<file path="config.mk">
export PLATFORM = sky130hd
export DESIGN_NAME = fetch_queue
export DESIGN_NICKNAME = d
export VERILOG_FILES = /design/src/rtl/cpu_pkg.sv /design/src/rtl/sync_fifo.sv /design/src/rtl/fetch_queue.sv
export SDC_FILE = /design/constraint.sdc
export NUM_CORES = 1
export LEC_CHECK = 0
export ABC_AREA = 0
export CAP_MARGIN = 5
export CORE_MARGIN = 2
export CORE_UTILIZATION = 50
export DETAILED_ROUTE_END_ITERATION = 16
export PLACE_DENSITY = 0.73
export SYNTH_ARGS = -nofsm -noshare
export SYNTH_HDL_FRONTEND = slang
export SYNTH_SLANG_ARGS = --single-unit
</file>
<file path="constraint.sdc">
create_clock -name clk -period 4.68 [get_ports clk]
set_input_delay 1.404 -clock clk [delete_from_list [all_inputs] [get_ports clk]]
set_output_delay 1.404 -clock clk [all_outputs]
set_load 0.01 [all_outputs]
</file>
<file path="src/rtl/cpu_pkg.sv">
// Shared fetch-path definitions: default widths, PC increment and the
// fetch FSM state encoding used by fetch_queue.
package cpu_pkg;

   localparam int ADDR_W_DEF  = 32;
   localparam int INSTR_W_DEF = 32;
   localparam int PC_STEP     = 4;

   typedef enum logic [1:0] {
      S_IDLE = 2'd0,
      S_WAIT = 2'd1,
      S_DROP = 2'd2
   } fetch_state_e;

endpackage

</file>
<file path="src/rtl/sync_fifo.sv">
// Single-clock circular FIFO with push, pop and flush. Flush drops all
// entries by snapping the read pointer onto the write pointer.
module sync_fifo #(
   parameter int DEPTH = 4,
   parameter int W     = 64
) (
   input  logic                         clk,
   input  logic                         rst,
   input  logic                         push,
   input  logic                         pop,
   input  logic                         flush,
   input  logic [W-1:0]                 wdata,
   output logic [W-1:0]                 rdata,
   output logic [$clog2(DEPTH+1)-1:0]   count,
   output logic                         empty,
   output logic                         full
);

   localparam int PTR_W = $clog2(DEPTH);
   localparam int CNT_W = $clog2(DEPTH+1);

   logic [W-1:0]     mem_q [DEPTH];
   logic [W-1:0]     mem_d [DEPTH];
   logic [PTR_W-1:0] rd_ptr_q, rd_ptr_d;
   logic [PTR_W-1:0] wr_ptr_q, wr_ptr_d;
   logic [CNT_W-1:0] count_q, count_d;

   always_comb begin
      mem_d    = mem_q;
      rd_ptr_d = rd_ptr_q;
      wr_ptr_d = wr_ptr_q;
      count_d  = count_q;
      if (flush) begin
         count_d  = '0;
         rd_ptr_d = wr_ptr_q;
      end else begin
         // DEPTH is a power of two, so pointers wrap by natural overflow
         if (push) begin
            mem_d[wr_ptr_q] = wdata;
            wr_ptr_d        = wr_ptr_q + PTR_W'(1);
         end
         if (pop) begin
            rd_ptr_d = rd_ptr_q + PTR_W'(1);
         end
         case ({push, pop})
            2'b10:   count_d = count_q + CNT_W'(1);
            2'b01:   count_d = count_q - CNT_W'(1);
            default: count_d = count_q;
         endcase
      end
   end

   always_ff @(posedge clk) begin
      if (!rst) begin
         rd_ptr_q <= '0;
         wr_ptr_q <= '0;
         count_q  <= '0;
         for (int i = 0; i < DEPTH; i++) begin
            mem_q[i] <= '0;
         end
      end else begin
         rd_ptr_q <= rd_ptr_d;
         wr_ptr_q <= wr_ptr_d;
         count_q  <= count_d;
         mem_q    <= mem_d;
      end
   end

   assign rdata = mem_q[rd_ptr_q];
   assign count = count_q;
   assign empty = (count_q == '0);
   assign full  = (count_q == CNT_W'(DEPTH));

endmodule

</file>
<file path="src/rtl/fetch_queue.sv">
// Instruction prefetch queue: owns the fetch PC, issues one outstanding
// imem read at a time and presents the oldest {instr, pc} pair to IF_ID.
module fetch_queue
   import cpu_pkg::*;
#(
   parameter int                DEPTH    = 4,
   parameter int                ADDR_W   = ADDR_W_DEF,
   parameter int                INSTR_W  = INSTR_W_DEF,
   parameter logic [ADDR_W-1:0] RESET_PC = '0
) (
   input  logic               clk,
   input  logic               rst,
   input  logic               jump,
   input  logic [ADDR_W-1:0]  target,
   input  logic               keep,
   output logic               imem_req,
   output logic [ADDR_W-1:0]  imem_addr,
   input  logic               imem_ack,
   input  logic [INSTR_W-1:0] imem_rdata,
   output logic               valid,
   output logic [INSTR_W-1:0] instr,
   output logic [ADDR_W-1:0]  pc
);

   localparam int CNT_W = $clog2(DEPTH+1);
   localparam int ENT_W = INSTR_W + ADDR_W;

   fetch_state_e      state_q, state_d;
   logic [ADDR_W-1:0] fetch_pc_q, fetch_pc_d;
   logic [ADDR_W-1:0] drop_addr_q, drop_addr_d;

   logic              push, pop, space, fill_last;
   logic [ADDR_W-1:0] redirect_pc;
   logic [ENT_W-1:0]  head;
   logic [CNT_W-1:0]  fifo_count;
   logic              fifo_empty, fifo_full;

   assign valid       = !fifo_empty;
   assign pop         = valid && !keep && !jump;
   assign push        = imem_ack && imem_req && (state_q == S_WAIT) && !jump;
   assign space       = !fifo_full || pop;
   assign redirect_pc = {target[ADDR_W-1:2], 2'b00};
   // This push takes the last free slot, so the next request must wait
   assign fill_last   = push && !pop && (fifo_count == CNT_W'(DEPTH-1));

   assign imem_req  = (state_q != S_IDLE);
   assign imem_addr = (state_q == S_DROP) ? drop_addr_q : fetch_pc_q;

   always_comb begin
      state_d     = state_q;
      fetch_pc_d  = fetch_pc_q;
      drop_addr_d = drop_addr_q;
      if (jump) begin
         fetch_pc_d = redirect_pc;
         case (state_q)
            S_IDLE: state_d = S_WAIT;
            S_WAIT: begin
               // An un-acked request is still in flight; hold its address until it returns
               if (!imem_ack) begin
                  state_d     = S_DROP;
                  drop_addr_d = fetch_pc_q;
               end
            end
            S_DROP:  state_d = S_DROP;
            default: state_d = S_IDLE;
         endcase
      end else begin
         case (state_q)
            S_IDLE: begin
               if (space) state_d = S_WAIT;
            end
            S_WAIT: begin
               if (push) begin
                  fetch_pc_d = fetch_pc_q + ADDR_W'(PC_STEP);
                  if (fill_last) state_d = S_IDLE;
               end
            end
            S_DROP: begin
               if (imem_ack) state_d = S_WAIT;
            end
            default: state_d = S_IDLE;
         endcase
      end
   end

   always_ff @(posedge clk) begin
      if (!rst) begin
         state_q     <= S_IDLE;
         fetch_pc_q  <= RESET_PC;
         drop_addr_q <= '0;
      end else begin
         state_q     <= state_d;
         fetch_pc_q  <= fetch_pc_d;
         drop_addr_q <= drop_addr_d;
      end
   end

   sync_fifo #(
      .DEPTH (DEPTH),
      .W     (ENT_W)
   ) u_fifo (
      .clk   (clk),
      .rst   (rst),
      .push  (push),
      .pop   (pop),
      .flush (jump),
      .wdata ({imem_rdata, fetch_pc_q}),
      .rdata (head),
      .count (fifo_count),
      .empty (fifo_empty),
      .full  (fifo_full)
   );

   assign instr = head[ENT_W-1:ADDR_W];
   assign pc    = head[ADDR_W-1:0];

endmodule

</file>
==> run_results.csv <==
group,metric,value,unit
sta,rsz0062_at_grt,"no",
critical_path,crit_fanout,22,
power,ir_worst_vdd,0.000207,V
job,cap_viol_max_count,0,
critical_path,cpPeakStageDelay,660,ps
critical_path,cp_slowest_cell,"ha_1",
critical_path,path_cells,"inv_1 -> ha_1 -> buf_12 -> mux2_2 -> clkdlybuf4s50_1",
synth,yosys_warnings,0,
synth,synth_enable_flop_cells,0,
run_status,status,"complete, no violations",
layout,utilization,62.0,%
detailed_routing,ant_nets,0,
sta,finalSetupViolCount,0,
grt,antenna_found_initial,0,
floorplanning,die_x,170,µm
critical_path,worst_setup_path_end_kind,"primary output",
cts,htreeDepth,2,
sta,fmaxAchievable,244,MHz
synth,ys_seq_area_share,46.0,%
grt,overflow,0,
detailed_routing,drcViolationCount,0,
critical_path,worstPathArrival,2690,ps
detailed_routing,wl_per_cell,18.1,µm
sta,fin_worst_skew,14.8,ps
layout,synthToLayoutAreaGrowth,21.6,%
detailed_routing,drt-initial-drc-count,1042,
synth,ys_types,52,
cts,clock-sinks,317,
cts,cts-root-buf,"clkbuf_16",
sta,period_needed,4100,ps
cts,clk_transition_reported_paths,60,ps
sta,worstMarginPinSlew,755,ps
detailed_routing,drt_wl_total,37700,µm
placed_design,gp_congestion,0.794,
floorplanning,die_h,170,µm
placed_design,io_buffers,160,
cts,clk_latency,510,ps
synth,synth_cells,1646,
layout,layout_commonest_cell,"nand2_1",
layout,fill_cells,2280,
power,powerDensity,371,nW/µm²
layout,drive_gt1_share,11.1,%
layout,layout.cells.non_filler,2080,
power,power.total,6.22,mW
cts,cts_tree,"built",
floorplanning,io_pins,167,
cts,clockBufferDepth,3,
critical_path,cp_data_required_time,3280,ps
detailed_routing,dr.pass1.iters,5,
cts,cts_resized,0,
layout,layout_common_cells,"nand2_1, dfxtp_1, a21oi_1",
placed_design,dp_cells,2020,
cts,cts-buffers-inserted,34,
synth,synth.ff_latch_count,317,
placed_design,dp_hpwl,23000,µm
sta,max-slew-margin-rel,49.7,%
cts,cts_hold_buf,0,
floorplanning,dieArea,28900,µm²
cts,cts_setup_buffers,0,
synth,netlist_area,13800,µm²
critical_path,cp-start-kind,"register",
synth,async_flop_share,0,%
detailed_routing,vias,12000,
floorplanning,num_rows,60,
worst_hold_path,holdCritPathClass,"register to register",
grt,grt_use_total,25.9,%
layout,diodes,0,
synth,avgSynthCellArea,8.38,µm²
sta,hold_viol_final,0,
floorplanning,fp.coreArea,27000,µm²
sta,period_share,87.6,%
power,leakagePower,5.43,nW
grt,grt_pass1_wl,60400,µm
grt,grt_pass1_vias,11800,
sta,finalMaxSlewViolations,0,
synth,ys_dominant_reg_cell,"dfxtp_1",
grt,grt_max_degree,120,
layout,nNetsFinal,1795,
critical_path,path_class,"register to primary output",
detailed_routing,via_per_inst,5.79,
floorplanning,start_util,51.0,%
sta,final.setup.tns,0,ps
[final timing paths]
check	from	end	slack (ps)	cells past startpoint
worst min register to register	u_fifo.mem_q[172]$_SDFFE_PN0P_	u_fifo.mem_q[172]$_SDFFE_PN0P_	450	2
worst max register to register	state_q[0]$_SDFFE_PN0P_	u_fifo.mem_q[233]$_SDFFE_PN0P_	2100	8
worst max-delay path	state_q[0]$_SDFFE_PN0P_	imem_addr[2]	580	5
worst min-delay path	u_fifo.mem_q[172]$_SDFFE_PN0P_	u_fifo.mem_q[172]$_SDFFE_PN0P_	450	2
[worst max-delay path, delay by kind of cell (launching register included)]
family,cells,cell delay [ps]
muxes,1,370
DFF,1,310
adders and majority gates,1,660
buffers and inverters,3,840
[Yosys cell counts, drive strengths merged (2+ instances only)]
| master | n | area (µm²) |
|---|---|---|
| xnor2 | 6 | 52.6 |
| nand3 | 12 | 60.1 |
| o31ai | 13 | 97.6 |
| mux2 | 28 | 315 |
| o21ai | 30 | 150 |
| a211o | 2 | 17.5 |
| xor2 | 8 | 70.1 |
| and2 | 8 | 50.1 |
| buf | 39 | 225 |
| dfxtp | 317 | 6350 |
| nor3b | 2 | 15.0 |
| a311oi | 3 | 26.3 |
| nor2 | 14 | 52.6 |
| clkbuf | 120 | 450 |
| or4 | 15 | 116 |
| ha | 10 | 125 |
| nor3 | 6 | 30.0 |
| nor4 | 3 | 18.8 |
| and3 | 6 | 37.5 |
| nor2b | 2 | 12.5 |
| a211oi | 4 | 30.0 |
| nand2 | 579 | 2170 |
| mux4 | 62 | 1400 |
| or2 | 2 | 12.5 |
| nand4 | 10 | 83.8 |
| or3 | 4 | 25.0 |
| and4b | 2 | 20.0 |
| and4 | 4 | 35.0 |
| inv | 16 | 60.1 |
| a31oi | 15 | 93.8 |
| a21oi | 288 | 1440 |
| mux2i | 4 | 40.0 |
[routing by layer]
layer | GRT usage [%] | share of wire, % | up-vias | wire [µm]
li1 | - | - | 5706 | -
met1 | 33.1 | 41 | 5881 | 15600
met2 | 45.3 | 50 | 406 | 18900
met3 | 3.79 | 6.1 | 55 | 2290
met4 | 7.80 | 2.2 | 0 | 818
met5 | 0 | 0 | - | 0
[registers in the layout, indices dropped and copies added, names as in the netlist]
name / cells
fetch_pc_q: 30
drop_addr_q: 30
state_q: 2
u_fifo.mem_q: 248
u_fifo.rd_ptr_q: 2
u_fifo.count: 3
u_fifo.wr_ptr_q: 2
[power by group]
group          total [mW]  internal, mW  switching [mW]  leakage, nW
logic               0.497         0.237           0.260         2.26
registers            2.82          2.74          0.0805         2.56
clock network        2.90          1.82            1.08        0.608
total                6.22          4.80            1.42         5.43
[kinds of logic after synthesis]
| logic type | Yosys count | synth area share, % |
|---|---|---|
| AND/OR/NAND/NOR | 672 | 20.1 |
| AO/OA/AOI/OAI | 361 | 13.8 |
| flip-flops | 317 | 46.0 |
| buffers and inverters | 176 | 5.36 |
| multiplexers | 94 | 12.7 |
| XOR/XNOR | 14 | 0.889 |
| adder cells (fa/ha/maj) | 11 | 1.05 |
| other | 1 | 0.0272 |
[through the flow]
step	cell area, µm²	hold slack [ps]	setup WS, ps
2_1_floorplan	13800	433	1480
3_3_place_gp	15500	438	863
3_5_place_dp	15500	443	822
4_1_cts	16800	452	580
5_1_grt	16800	465	471
6_report	16800	451	581
[final cells by class]
type	count	area [µm²]	area share, %
clock inverters	13	196	1.17
flip-flops and latches	317	6350	37.9
inverters	17	71.3	0.426
clock buffers	47	1030	6.17
well taps	341	427	2.55
repair buffers	189	1940	11.6
multi-input cells	1156	6730	40.2
(Power assumes the default switching activity.)
